--- config.mk ---
export PLATFORM = sky130hd
export DESIGN_NAME = lmg_move_collector
export DESIGN_NICKNAME = d
export VERILOG_FILES = /design/src/rtl/lmg_move_collector.sv
export SDC_FILE = /design/constraint.sdc
export NUM_CORES = 1
export LEC_CHECK = 0
export BUFFER_PORTS_ARGS = -buffer_cell sky130_fd_sc_hd__buf_2
export CAP_MARGIN = 20
export CORE_MARGIN = 8
export CORE_UTILIZATION = 45
export CTS_BUF_LIST = sky130_fd_sc_hd__clkbuf_4 sky130_fd_sc_hd__clkbuf_8
export CTS_CLUSTER_SIZE = 12
export DETAILED_ROUTE_END_ITERATION = 6
export GPL_ROUTABILITY_DRIVEN = 0
export MAX_ROUTING_LAYER = met4
export PLACE_DENSITY_LB_ADDON = 0.05
export SYNTH_ARGS = -nofsm -noshare
export SYNTH_HDL_FRONTEND = slang
export SYNTH_SLANG_ARGS = --single-unit
--- constraint.sdc ---
create_clock -name clk -period 5.2 [get_ports clk]
set_clock_uncertainty 0.05 [all_clocks]
set_input_delay 1.56 -clock clk [delete_from_list [all_inputs] [get_ports clk]]
set_output_delay 1.56 -clock clk [all_outputs]
set_load 0.03 [all_outputs]
--- src/rtl/lmg_move_collector.sv ---
// Collects per-column candidate move beats from the cell array, serializes set
// entries into a show-ahead move FIFO and counts moves for each board scan.
module lmg_move_collector #(
  parameter int unsigned MOVE_W     = 12,
  parameter int unsigned FIFO_DEPTH = 16,
  parameter int unsigned CNT_W      = 8
) (
  input  logic                  clk,
  input  logic                  reset,
  input  logic                  start,
  input  logic                  col_valid,
  output logic                  col_ready,
  input  logic [7:0]            col_mask,
  input  logic [8*MOVE_W-1:0]   col_moves,
  input  logic                  col_last,
  output logic                  mv_valid,
  input  logic                  mv_ready,
  output logic [MOVE_W-1:0]     mv_data,
  output logic [CNT_W-1:0]      move_count,
  output logic                  scan_done,
  output logic                  overflow
);

  localparam int unsigned PTR_W = $clog2(FIFO_DEPTH);
  localparam int unsigned LVL_W = PTR_W + 1;
  localparam logic [CNT_W-1:0] CNT_MAX = '1;

  typedef enum logic [2:0] {
    IDLE      = 3'd0,
    ACCEPT    = 3'd1,
    SERIALIZE = 3'd2,
    FLUSH     = 3'd3,
    DONE      = 3'd4
  } state_t;

  state_t              state;
  logic [MOVE_W-1:0]   mem [FIFO_DEPTH];
  logic [PTR_W-1:0]    wr_ptr;
  logic [PTR_W-1:0]    rd_ptr;
  logic [LVL_W-1:0]    level;
  logic [LVL_W-1:0]    level_nxt;
  logic [7:0]          mask_q;
  logic [8*MOVE_W-1:0] moves_q;
  logic                last_q;
  logic [MOVE_W-1:0]   sel_move;
  logic [7:0]          mask_rest;
  logic                fifo_full;
  logic                push;
  logic                pop;

  // Entry at the lowest set bit of the latched mask.
  always_comb begin
    sel_move = '0;
    for (int i = 7; i >= 0; i--) begin
      if (mask_q[i]) sel_move = moves_q[i*MOVE_W +: MOVE_W];
    end
  end

  // Fullness is judged on the start-of-cycle level, so a pop never frees a slot early.
  assign mask_rest = mask_q & (mask_q - 8'd1);
  assign fifo_full = (level == LVL_W'(FIFO_DEPTH));
  assign push      = (state == SERIALIZE) && (mask_q != 8'd0) && !fifo_full;
  assign pop       = mv_valid && mv_ready;
  assign level_nxt = level + LVL_W'(push) - LVL_W'(pop);
  assign mv_data   = mem[rd_ptr];

  always_ff @(posedge clk) begin
    if (reset) begin
      state      <= IDLE;
      col_ready  <= 1'b0;
      mv_valid   <= 1'b0;
      move_count <= '0;
      scan_done  <= 1'b0;
      overflow   <= 1'b0;
      wr_ptr     <= '0;
      rd_ptr     <= '0;
      level      <= '0;
      mask_q     <= '0;
      moves_q    <= '0;
      last_q     <= 1'b0;
      for (int i = 0; i < int'(FIFO_DEPTH); i++) mem[i] <= '0;
    end else if (start) begin
      // Fresh scan from any state; an in-flight scan is dropped without scan_done.
      state      <= ACCEPT;
      col_ready  <= 1'b1;
      mv_valid   <= 1'b0;
      move_count <= '0;
      scan_done  <= 1'b0;
      overflow   <= 1'b0;
      wr_ptr     <= '0;
      rd_ptr     <= '0;
      level      <= '0;
      mask_q     <= '0;
      last_q     <= 1'b0;
    end else begin
      scan_done <= 1'b0;
      level     <= level_nxt;
      mv_valid  <= (level_nxt != '0);
      if (pop) rd_ptr <= rd_ptr + PTR_W'(1);
      if (push) begin
        mem[wr_ptr] <= sel_move;
        wr_ptr      <= wr_ptr + PTR_W'(1);
        mask_q      <= mask_rest;
        if (move_count == CNT_MAX) overflow <= 1'b1;
        else                       move_count <= move_count + CNT_W'(1);
      end

      unique case (state)
        IDLE: ;
        ACCEPT: begin
          if (col_valid) begin
            mask_q  <= col_mask;
            moves_q <= col_moves;
            last_q  <= col_last;
            if (col_mask != 8'd0) begin
              state     <= SERIALIZE;
              col_ready <= 1'b0;
            end else if (col_last) begin
              state     <= FLUSH;
              col_ready <= 1'b0;
            end
          end
        end
        SERIALIZE: begin
          if (push && (mask_rest == 8'd0)) begin
            if (last_q) begin
              state <= FLUSH;
            end else begin
              state     <= ACCEPT;
              col_ready <= 1'b1;
            end
          end
        end
        FLUSH: begin
          if (level == '0) begin
            state     <= DONE;
            scan_done <= 1'b1;
          end
        end
        DONE: state <= IDLE;
        default: state <= IDLE;
      endcase
    end
  end

endmodule

==> results.toml, run 1 <==
[finish]
fin_cells = 1943
syn2layout_area_growth_pct = 12.4
fillerInstances = 3146
post-route-util_pct = 51.1
final_cell_area_mm2 = 0.0171
final_layout_size_suffix_gt1_share_pct = 25.1
num_antenna_cells = 0
nNetsFinal = 1576

[critical_path]
cp_max_fo = 48
end_kind = "primary output"
crit_type = "reg -> out"
ff2ff_path_depth = 13
slowest_stage = "dfxtp_4"
cpLargestDelayFamily = "multiplexers"
r2r_slack_ns = 1.40
reg2reg_from = "mask_q[7]"
critPathLaunchType = "register"
cp.required_ns = 3.59
cp.arrival_ns = 2.87
path_buf_inv = 1
slowest_delay_ns = 0.92
crit_top_cell = "mux4_2"
path_depth = 3
r2r-end = "mv_valid"
path_cells = "mux4_2 > mux4_2 > buf_2"
crit_end = "mv_data[8]"

[global_route]
grt_pass1_vias = 10500
antenna_found_initial = 0
grt_pass1_wl_mm = 66.8
grt_max_degree = 97
grt.total_usage_pct = 23.3
grt-ovfl-total = 0

[pwr]
p_leak_nw = 5.86
pwr-share-comb_pct = 8.8
ir_drop_mv = 0.302
powerDensity_mw_per_mm2 = 341
intPower_mw = 4.37
power_switching_share_pct = 24.8
clkPwrFrac_pct = 40.8
p_sw_mw = 1.44
power_mw = 5.81
p_seq_share_pct = 50.4

[yosys]
synth_top_area_cell = "edfxtp_1"
synth.top_cell.area_share_pct = 38.0
ys_types = 67
syn-cell-area_mm2 = 0.0152
ys.flop_type = "edfxtp_1"
syn_nets = 1472
yosys_warnings = 0
synthTopCellsByArea = "edfxtp_1 (38%), dfxtp_1 (18%), mux4_2 (8.9%), nand2_1 (5.8%), nor2_1 (5.2%)"
seq_area_frac_synth_pct = 56.1
ys_ff_latch = 329
avgSynthCellArea_um2 = 11.2
synth.top_cells.by_count = "nand2_1 (235), nor2_1 (211), edfxtp_1 (192)"
synth_cells = 1349
synth.most_common_cell = "nand2_1"
async_flop_share_pct = 0
synth_enable_flop_cells = 192

[timing]
slew_viol_final = 0
fin_ws_ns = 0.723
fin_setup_tns_ns = 0
tightest_slew_ns = 1.11
hold_violations = 0
layout_worst_path_cycle_share_pct = 86.1
max_freq_ghz = 0.223
rsz0062_at_grt = "no"
fin_crit_ns = 4.48
relSlewSlack_pct = 26.3
setup_viol = 0
hold_slack_ns = 0.405

[cts]
path_clk_slew_ns = 0.06
cts_sinks = 329
clk_path_buf_depth = 3
cts-root-buf = "clkbuf_8"
cts_hold_buffers = 0
h-tree-depth = 2
numCtsBuffers = 55
cts_setup_buffers = 0
cts_resized = 0
clk_latency_ns = 0.60
cts_tree = "yes"

[routing]
via_per_inst = 5.43
via_count = 10500
drc = 0
dr.pass1.iters = 5
ant_nets = 0
wl_mm = 44.9
drt_iter0_markers = 892
wl_per_cell_um = 23.1

[floorplan]
ios = 134
fp.dieW_um = 200
rows = 67
initial_utilization_pct = 45.5
die_area_mm2 = 0.0399
die_y_um = 200
fp.coreArea_mm2 = 0.0334

[placement]
dp_hpwl_mm = 32.5
io_buffers = 133
pre_cts_slack_ns = 1.26
detailed_place.area_mm2 = 0.0159
dp.cells = 1841

[outcome]
status = "finished clean"

[min_path]
hp-start = "moves_q[71]"
hold_class = "reg -> reg"

[flow_run]
drv_cap = 0
worst reg2reg max path: cells and delay by family, from the launching register on:
| family | cells | cell delay [ns] |
|---|---|---|
| and+or+nand+nor | 5 | 1.07 |
| adders and majority gates | 3 | 0.97 |
| DFF | 1 | 0.83 |
| buffers and inverters | 2 | 0.33 |
| AOI/OAI and AO/OA | 2 | 0.26 |
| xor gates and xnor gates | 1 | 0.15 |
routing by layer:
layer  vias up  routed length, um  global-route usage [%]
met5         -                  0                       -
met4         0               1220                    6.98
met3        69               2930                    4.06
li1       4936                  -                       -
met1      5107              18300                    28.8
met2       434              22500                    38.9
kinds of logic after synthesis:
| family | after synthesis | synth area share, % |
|---|---|---|
| XOR/XNOR | 15 | 0.866 |
| AND/OR/NAND/NOR | 571 | 18.3 |
| AO/OA/AOI/OAI | 207 | 8.87 |
| adder cells (fa/ha/maj) | 14 | 1.19 |
| multiplexers | 61 | 8.97 |
| flip-flops | 329 | 56.1 |
| buffers and inverters | 152 | 5.69 |
final cells by class:
type                            count  area, um^2  share of cell area (%)
Tap cell                          448         561                    3.29
Inverter                           45         169                   0.990
Multi-Input combinational cell    868        5800                    34.0
Sequential cell                   329        8510                    49.9
Clock inverter                     15         120                   0.704
Timing Repair Buffer              154         888                    5.21
Clock buffer                       84        1010                    5.90
layout by cell type, fill, tap and decap left out, drive strengths merged, types with 14 or more instances in the layout:
master	n
nor2	223
o21ai	17
mux4	60
inv	45
nand3	18
a21oi	146
nor3b	14
nand2b	17
clkbuf	84
nand2	236
dfxtp	137
nand4	21
edfxtp	192
buf	154
worst min path at each step:
stage / to / slack (ns) / cells past startpoint
floorplan: last_q / 0.38 / 2
global placement: last_q / 0.39 / 2
detailed placement: moves_q[93] / 0.40 / 2
CTS: moves_q[93] / 0.40 / 2
global route: moves_q[50] / 0.42 / 2
finish: moves_q[71] / 0.40 / 2
flip-flops by register name, indices dropped and copies added, names as in the netlist, named ones only:
name	flops
state	3
mv_valid	1
wr_ptr	4
scan_done	1
rd_ptr	4
mem	192
last_q	1
move_count	8
col_ready	1
overflow	1
level	5
moves_q	96
mask_q	8
power groups by stage:
stage                     Combinational, mW  Sequential (mW)  Clock (mW)
final                                 0.510             2.93        2.37
after floorplan                       0.369             2.93           0
after detailed placement              0.510             2.99           0
after CTS                             0.511             2.93        2.41
after global routing                  0.559             2.94        2.53
after global placement                0.500             2.99           0
(Power assumes the default switching activity.)
==> run 2, diff against run 1 <==
--- a/config.mk
+++ b/config.mk
@@ -5,6 +5,7 @@
 export SDC_FILE = /design/constraint.sdc
 export NUM_CORES = 1
 export LEC_CHECK = 0
+export ABC_AREA = 1
 export BUFFER_PORTS_ARGS = -buffer_cell sky130_fd_sc_hd__buf_2
 export CAP_MARGIN = 20
 export CORE_MARGIN = 8
==> results.toml, run 2 <==
[outcome]
status = "finished clean"

[global_route]
grt-ovfl-total = 0
grt_pass1_vias = 12000
grt_max_degree = 98
grt.total_usage_pct = 21.4
grt_pass1_wl_mm = 67.7
antenna_found_initial = 0

[floorplan]
die_area_mm2 = 0.0408
fp.dieW_um = 202
rows = 68
initial_utilization_pct = 45.4
die_y_um = 202
ios = 134
fp.coreArea_mm2 = 0.0343

[yosys]
synthTopCellsByArea = "edfxtp_1 (37%), dfxtp_1 (18%), a21oi_1 (7.1%), o21ai_0 (6.1%), nor2_1 (5.8%)"
avgSynthCellArea_um2 = 9.45
synth.top_cells.by_count = "nor2_1 (239), a21oi_1 (220), edfxtp_1 (192)"
syn-cell-area_mm2 = 0.0156
synth.top_cell.area_share_pct = 37.0
ys.flop_type = "edfxtp_1"
yosys_warnings = 0
seq_area_frac_synth_pct = 54.7
synth.most_common_cell = "nor2_1"
synth_top_area_cell = "edfxtp_1"
synth_cells = 1648
ys_types = 42
async_flop_share_pct = 0
synth_enable_flop_cells = 192
ys_ff_latch = 329
syn_nets = 1771

[cts]
cts-root-buf = "clkbuf_8"
cts_resized = 0
numCtsBuffers = 57
path_clk_slew_ns = 0.06
cts_tree = "yes"
h-tree-depth = 2
clk_path_buf_depth = 3
cts_sinks = 329
cts_hold_buffers = 0
cts_setup_buffers = 0
clk_latency_ns = 0.59

[finish]
largest_reg_flops = 192
syn2layout_area_growth_pct = 11.6
regMostFlops = "mem"
num_antenna_cells = 0
mostFrequentLayoutCell = "nor2_1"
largest_registers = "mem x192, moves_q x96"
fillerInstances = 3294
final_layout_size_suffix_gt1_share_pct = 19.5
fin_cells = 2227
nNetsFinal = 1847
final_cell_mix = "nor2_1 (239), a21oi_1 (220), edfxtp_1 (192)"
final_cell_area_mm2 = 0.0174

[routing]
wl_mm = 43.7
ant_nets = 0
via_count = 12000
drc = 0
drt_iter0_markers = 774
wl_per_cell_um = 19.6
dr.pass1.iters = 5
via_per_inst = 5.40

[timing]
layout_worst_path_cycle_share_pct = 83.2
tightest_slew_ns = 1.03
fin_crit_ns = 4.32
relSlewSlack_pct = 31.3
fin_setup_tns_ns = 0
slew_viol_final = 0
setup_viol = 0
hold_violations = 0
max_freq_ghz = 0.231
rsz0062_at_grt = "no"

[critical_path]
cp.required_ns = 3.59
critPathLaunchType = "register"
cp.arrival_ns = 2.71
crit_type = "reg -> out"
end_kind = "primary output"
path_cells = "buf_12 > mux2i_1 > o21ai_0 > o211ai_1 > nand2_1 > buf_2"
slowest_delay_ns = 0.77
slowest_stage = "dfxtp_4"
reg2reg_from = "mask_q[3]"
cp_max_fo = 65

[placement]
dp_hpwl_mm = 29.2
detailed_place.area_mm2 = 0.0162
io_buffers = 133
dp.cells = 2120

[pwr]
ir_drop_mv = 0.187
p_leak_nw = 6.46
powerDensity_mw_per_mm2 = 337

[min_path]
hold_class = "reg -> reg"
hp-start = "col_ready"

[flow_run]
drv_cap = 0
[run 2: cell count changes after synthesis, sizes merged, moves of 35 or more]
| cell | before | now |
|---|---|---|
| mux2i | 1 | 48 |
| nand2 | 236 | 154 |
| nand3 | 18 | 53 |
| mux4 | 60 | 0 |
| a21oi | 146 | 274 |
| inv | 45 | 101 |
| o21ai | 17 | 195 |
| o211ai | 4 | 60 |
[run 2: cell type report]
cell class,instances,area [um^2],area share [%]
clock buffers,90,1050,6.05
clock inverters,17,76.3,0.439
inverters,102,387,2.23
multi-input cells,1087,5990,34.5
flip-flops and latches,329,8510,49.0
well taps,455,569,3.28
repair buffers,147,783,4.51
[run 2: logic make-up after synthesis]
family	synth area share, %
xor gates and xnor gates	0.281
DFF	54.7
AOI/OAI and AO/OA	21.0
muxes	3.09
adders and majority gates	1.09
buffers and inverters	6.86
and+or+nand+nor	13.0
[run 2: final timing paths]
path           endpoint  slack (ns)  depth (start not counted)
max          mv_data[2]        0.88                          6
max reg2reg   mem[7][0]        1.82                          8
min           col_ready        0.43                          2
min reg2reg   col_ready        0.43                          2
[run 2: critical path: cells and delay by family (launching register included)]
kind                   cells  cell delay (ns)
flip-flops                 1             0.77
buffers and inverters      2             0.57
AO/OA/AOI/OAI              2             0.45
multiplexers               1             0.21
AND/OR/NAND/NOR            1             0.08
[run 2: through the flow]
| stage | util (%) | hold slack [ns] | setup slack, ns | power, mW |
|---|---|---|---|---|
| floorplan | - | 0.397 | 1.88 | 3.40 |
| global placement | 47.4 | 0.403 | 1.30 | 3.59 |
| detailed placement | 47.4 | 0.417 | 1.30 | 3.59 |
| CTS | 50.7 | 0.427 | 0.854 | 5.90 |
| global route | 50.7 | 0.451 | 0.672 | 6.10 |
| finish | 50.7 | 0.433 | 0.875 | 5.85 |
[run 2: per-layer routing]
layer  vias up  global-route usage [%]  routed length, um
met3        74                    2.98               2090
met1      5696                    27.2              19200
met2       343                    35.5              21400
li1       5913                       -                  -
met5         -                       -                  0
met4         0                    6.00               1010
[run 2: power breakdown]
group	switching (mW)	internal, mW	total (mW)
Sequential	0.0639	2.87	2.93
Combinational	0.409	0.203	0.612
Clock	1.03	1.28	2.30
Total	1.50	4.35	5.85
==> run 3, diff against run 2 <==
==> constraint.sdc (replaced) <==
create_clock -name clk -period 3.8 [get_ports clk]
set_clock_uncertainty 0.05 [all_clocks]
set_input_delay 1.14 -clock clk [delete_from_list [all_inputs] [get_ports clk]]
set_output_delay 1.14 -clock clk [all_outputs]
set_load 0.03 [all_outputs]
==> results.toml, run 3 (synthesis gave the netlist of run 2 again) <==
[floorplan]
ios = 134
die_y_um = 202
fp.dieW_um = 202
fp.coreArea_mm2 = 0.0343
die_area_mm2 = 0.0408
initial_utilization_pct = 45.4
rows = 68

[global_route]
grt_max_degree = 98
grt.total_usage_pct = 22.1
antenna_found_initial = 0
grt_pass1_vias = 12200
grt_pass1_wl_mm = 69.6
grt-ovfl-total = 0

[critical_path]
slowest_stage = "buf_4"
r2r_slack_ns = 0.87
crit_top_cell = "o21ai_0"
cp_max_fo = 48
cp.arrival_ns = 2.47
r2r-end = "mv_valid"
crit_end = "mv_data[7]"
cp.required_ns = 2.61
end_kind = "primary output"
slowest_delay_ns = 0.53
path_cells = "buf_4 > a21oi_1 > o21ai_0 > o21ai_0 > o211ai_1 > nand2_1 > buf_2"
crit_type = "reg -> out"
ff2ff_path_depth = 12
reg2reg_from = "mask_q[7]"
critPathLaunchType = "register"

[cts]
cts_tree = "yes"
clk_latency_ns = 0.61
cts_resized = 0
cts-root-buf = "clkbuf_8"
path_clk_slew_ns = 0.06
cts_sinks = 329
cts_hold_buffers = 0
h-tree-depth = 2
numCtsBuffers = 56
clk_path_buf_depth = 3

[timing]
hold_slack_ns = 0.416
max_freq_ghz = 0.273
hold_violations = 0
fin_ws_ns = 0.139
relSlewSlack_pct = 27.2
setup_viol = 0
fin_crit_ns = 3.66
tightest_slew_ns = 1.09
layout_worst_path_cycle_share_pct = 96.3
slew_viol_final = 0
fin_setup_tns_ns = 0
rsz0062_at_grt = "no"

[placement]
dp.cells = 2146
pre_cts_slack_ns = 0.582
dp_hpwl_mm = 29.0
io_buffers = 133
detailed_place.area_mm2 = 0.0165

[finish]
largest_registers = "mem x192, moves_q x96"
largest_reg_flops = 192
num_antenna_cells = 0
regMostFlops = "mem"
fin_cells = 2248
nNetsFinal = 1873
fillerInstances = 3237
mostFrequentLayoutCell = "nor2_1"
final_cell_area_mm2 = 0.0177
final_layout_size_suffix_gt1_share_pct = 20.5
syn2layout_area_growth_pct = 13.5
final_cell_mix = "nor2_1 (239), a21oi_1 (220), edfxtp_1 (192)"
post-route-util_pct = 51.5

[routing]
wl_mm = 44.6
via_count = 12200
via_per_inst = 5.41
drt_iter0_markers = 950
dr.pass1.iters = 6
wl_per_cell_um = 19.8
ant_nets = 0
drc = 0

[flow_run]
drv_cap = 0

[min_path]
hold_depth = 2
hold_class = "reg -> reg"

[outcome]
status = "finished clean"

[pwr]
p_leak_nw = 6.61
powerDensity_mw_per_mm2 = 466
power_mw = 8.23
ir_drop_mv = 0.261
==> run 3: worst min-delay path by stage <==
stage	from	slack (ns)	to
final	col_ready	0.42	col_ready
after global routing	overflow	0.47	overflow
after CTS	col_ready	0.41	col_ready
after detailed placement	col_ready	0.40	col_ready
after global placement	col_ready	0.41	col_ready
after floorplan	rd_ptr[2]	0.40	register
==> run 3: area by class of cell <==
class	count	area [um^2]	share of cell area, %
clock buffer	74	950	5.38
clock inverter	27	230	1.30
inverter	102	387	2.19
multi-input combinational	1087	5990	33.9
sequential	329	8510	48.2
tap	455	569	3.22
timing repair buffer	174	1020	5.79
==> run 3: where the power goes <==
part / internal (mW) / total [mW] / switching, mW
clock network: 1.90 / 3.37 / 1.47
registers: 3.92 / 4.00 / 0.0797
logic: 0.294 / 0.863 / 0.569
total: 6.11 / 8.23 / 2.12
==> run 3: per-layer routing <==
| layer | up-vias | GRT usage [%] | part of all wire [%] |
|---|---|---|---|
| li1 | 5947 | - | - |
| met1 | 5741 | 28.2 | 44 |
| met2 | 408 | 36.2 | 48 |
| met3 | 71 | 3.43 | 5.5 |
| met4 | 0 | 6.29 | 2.1 |
| met5 | - | - | 0 |
==> run 3: timing repair <==
action	CTS	global route
endpoints found under the hold margin	0	0
endpoints found under the setup margin	2	0
setup buffers	1	0
==> run 3: critical path: cells and delay by family, from the launching register on <==
kind | cells | cell delay (ns)
buffers and inverters | 2 | 0.72
AO/OA/AOI/OAI | 4 | 0.71
flip-flops | 1 | 0.32
AND/OR/NAND/NOR | 1 | 0.10
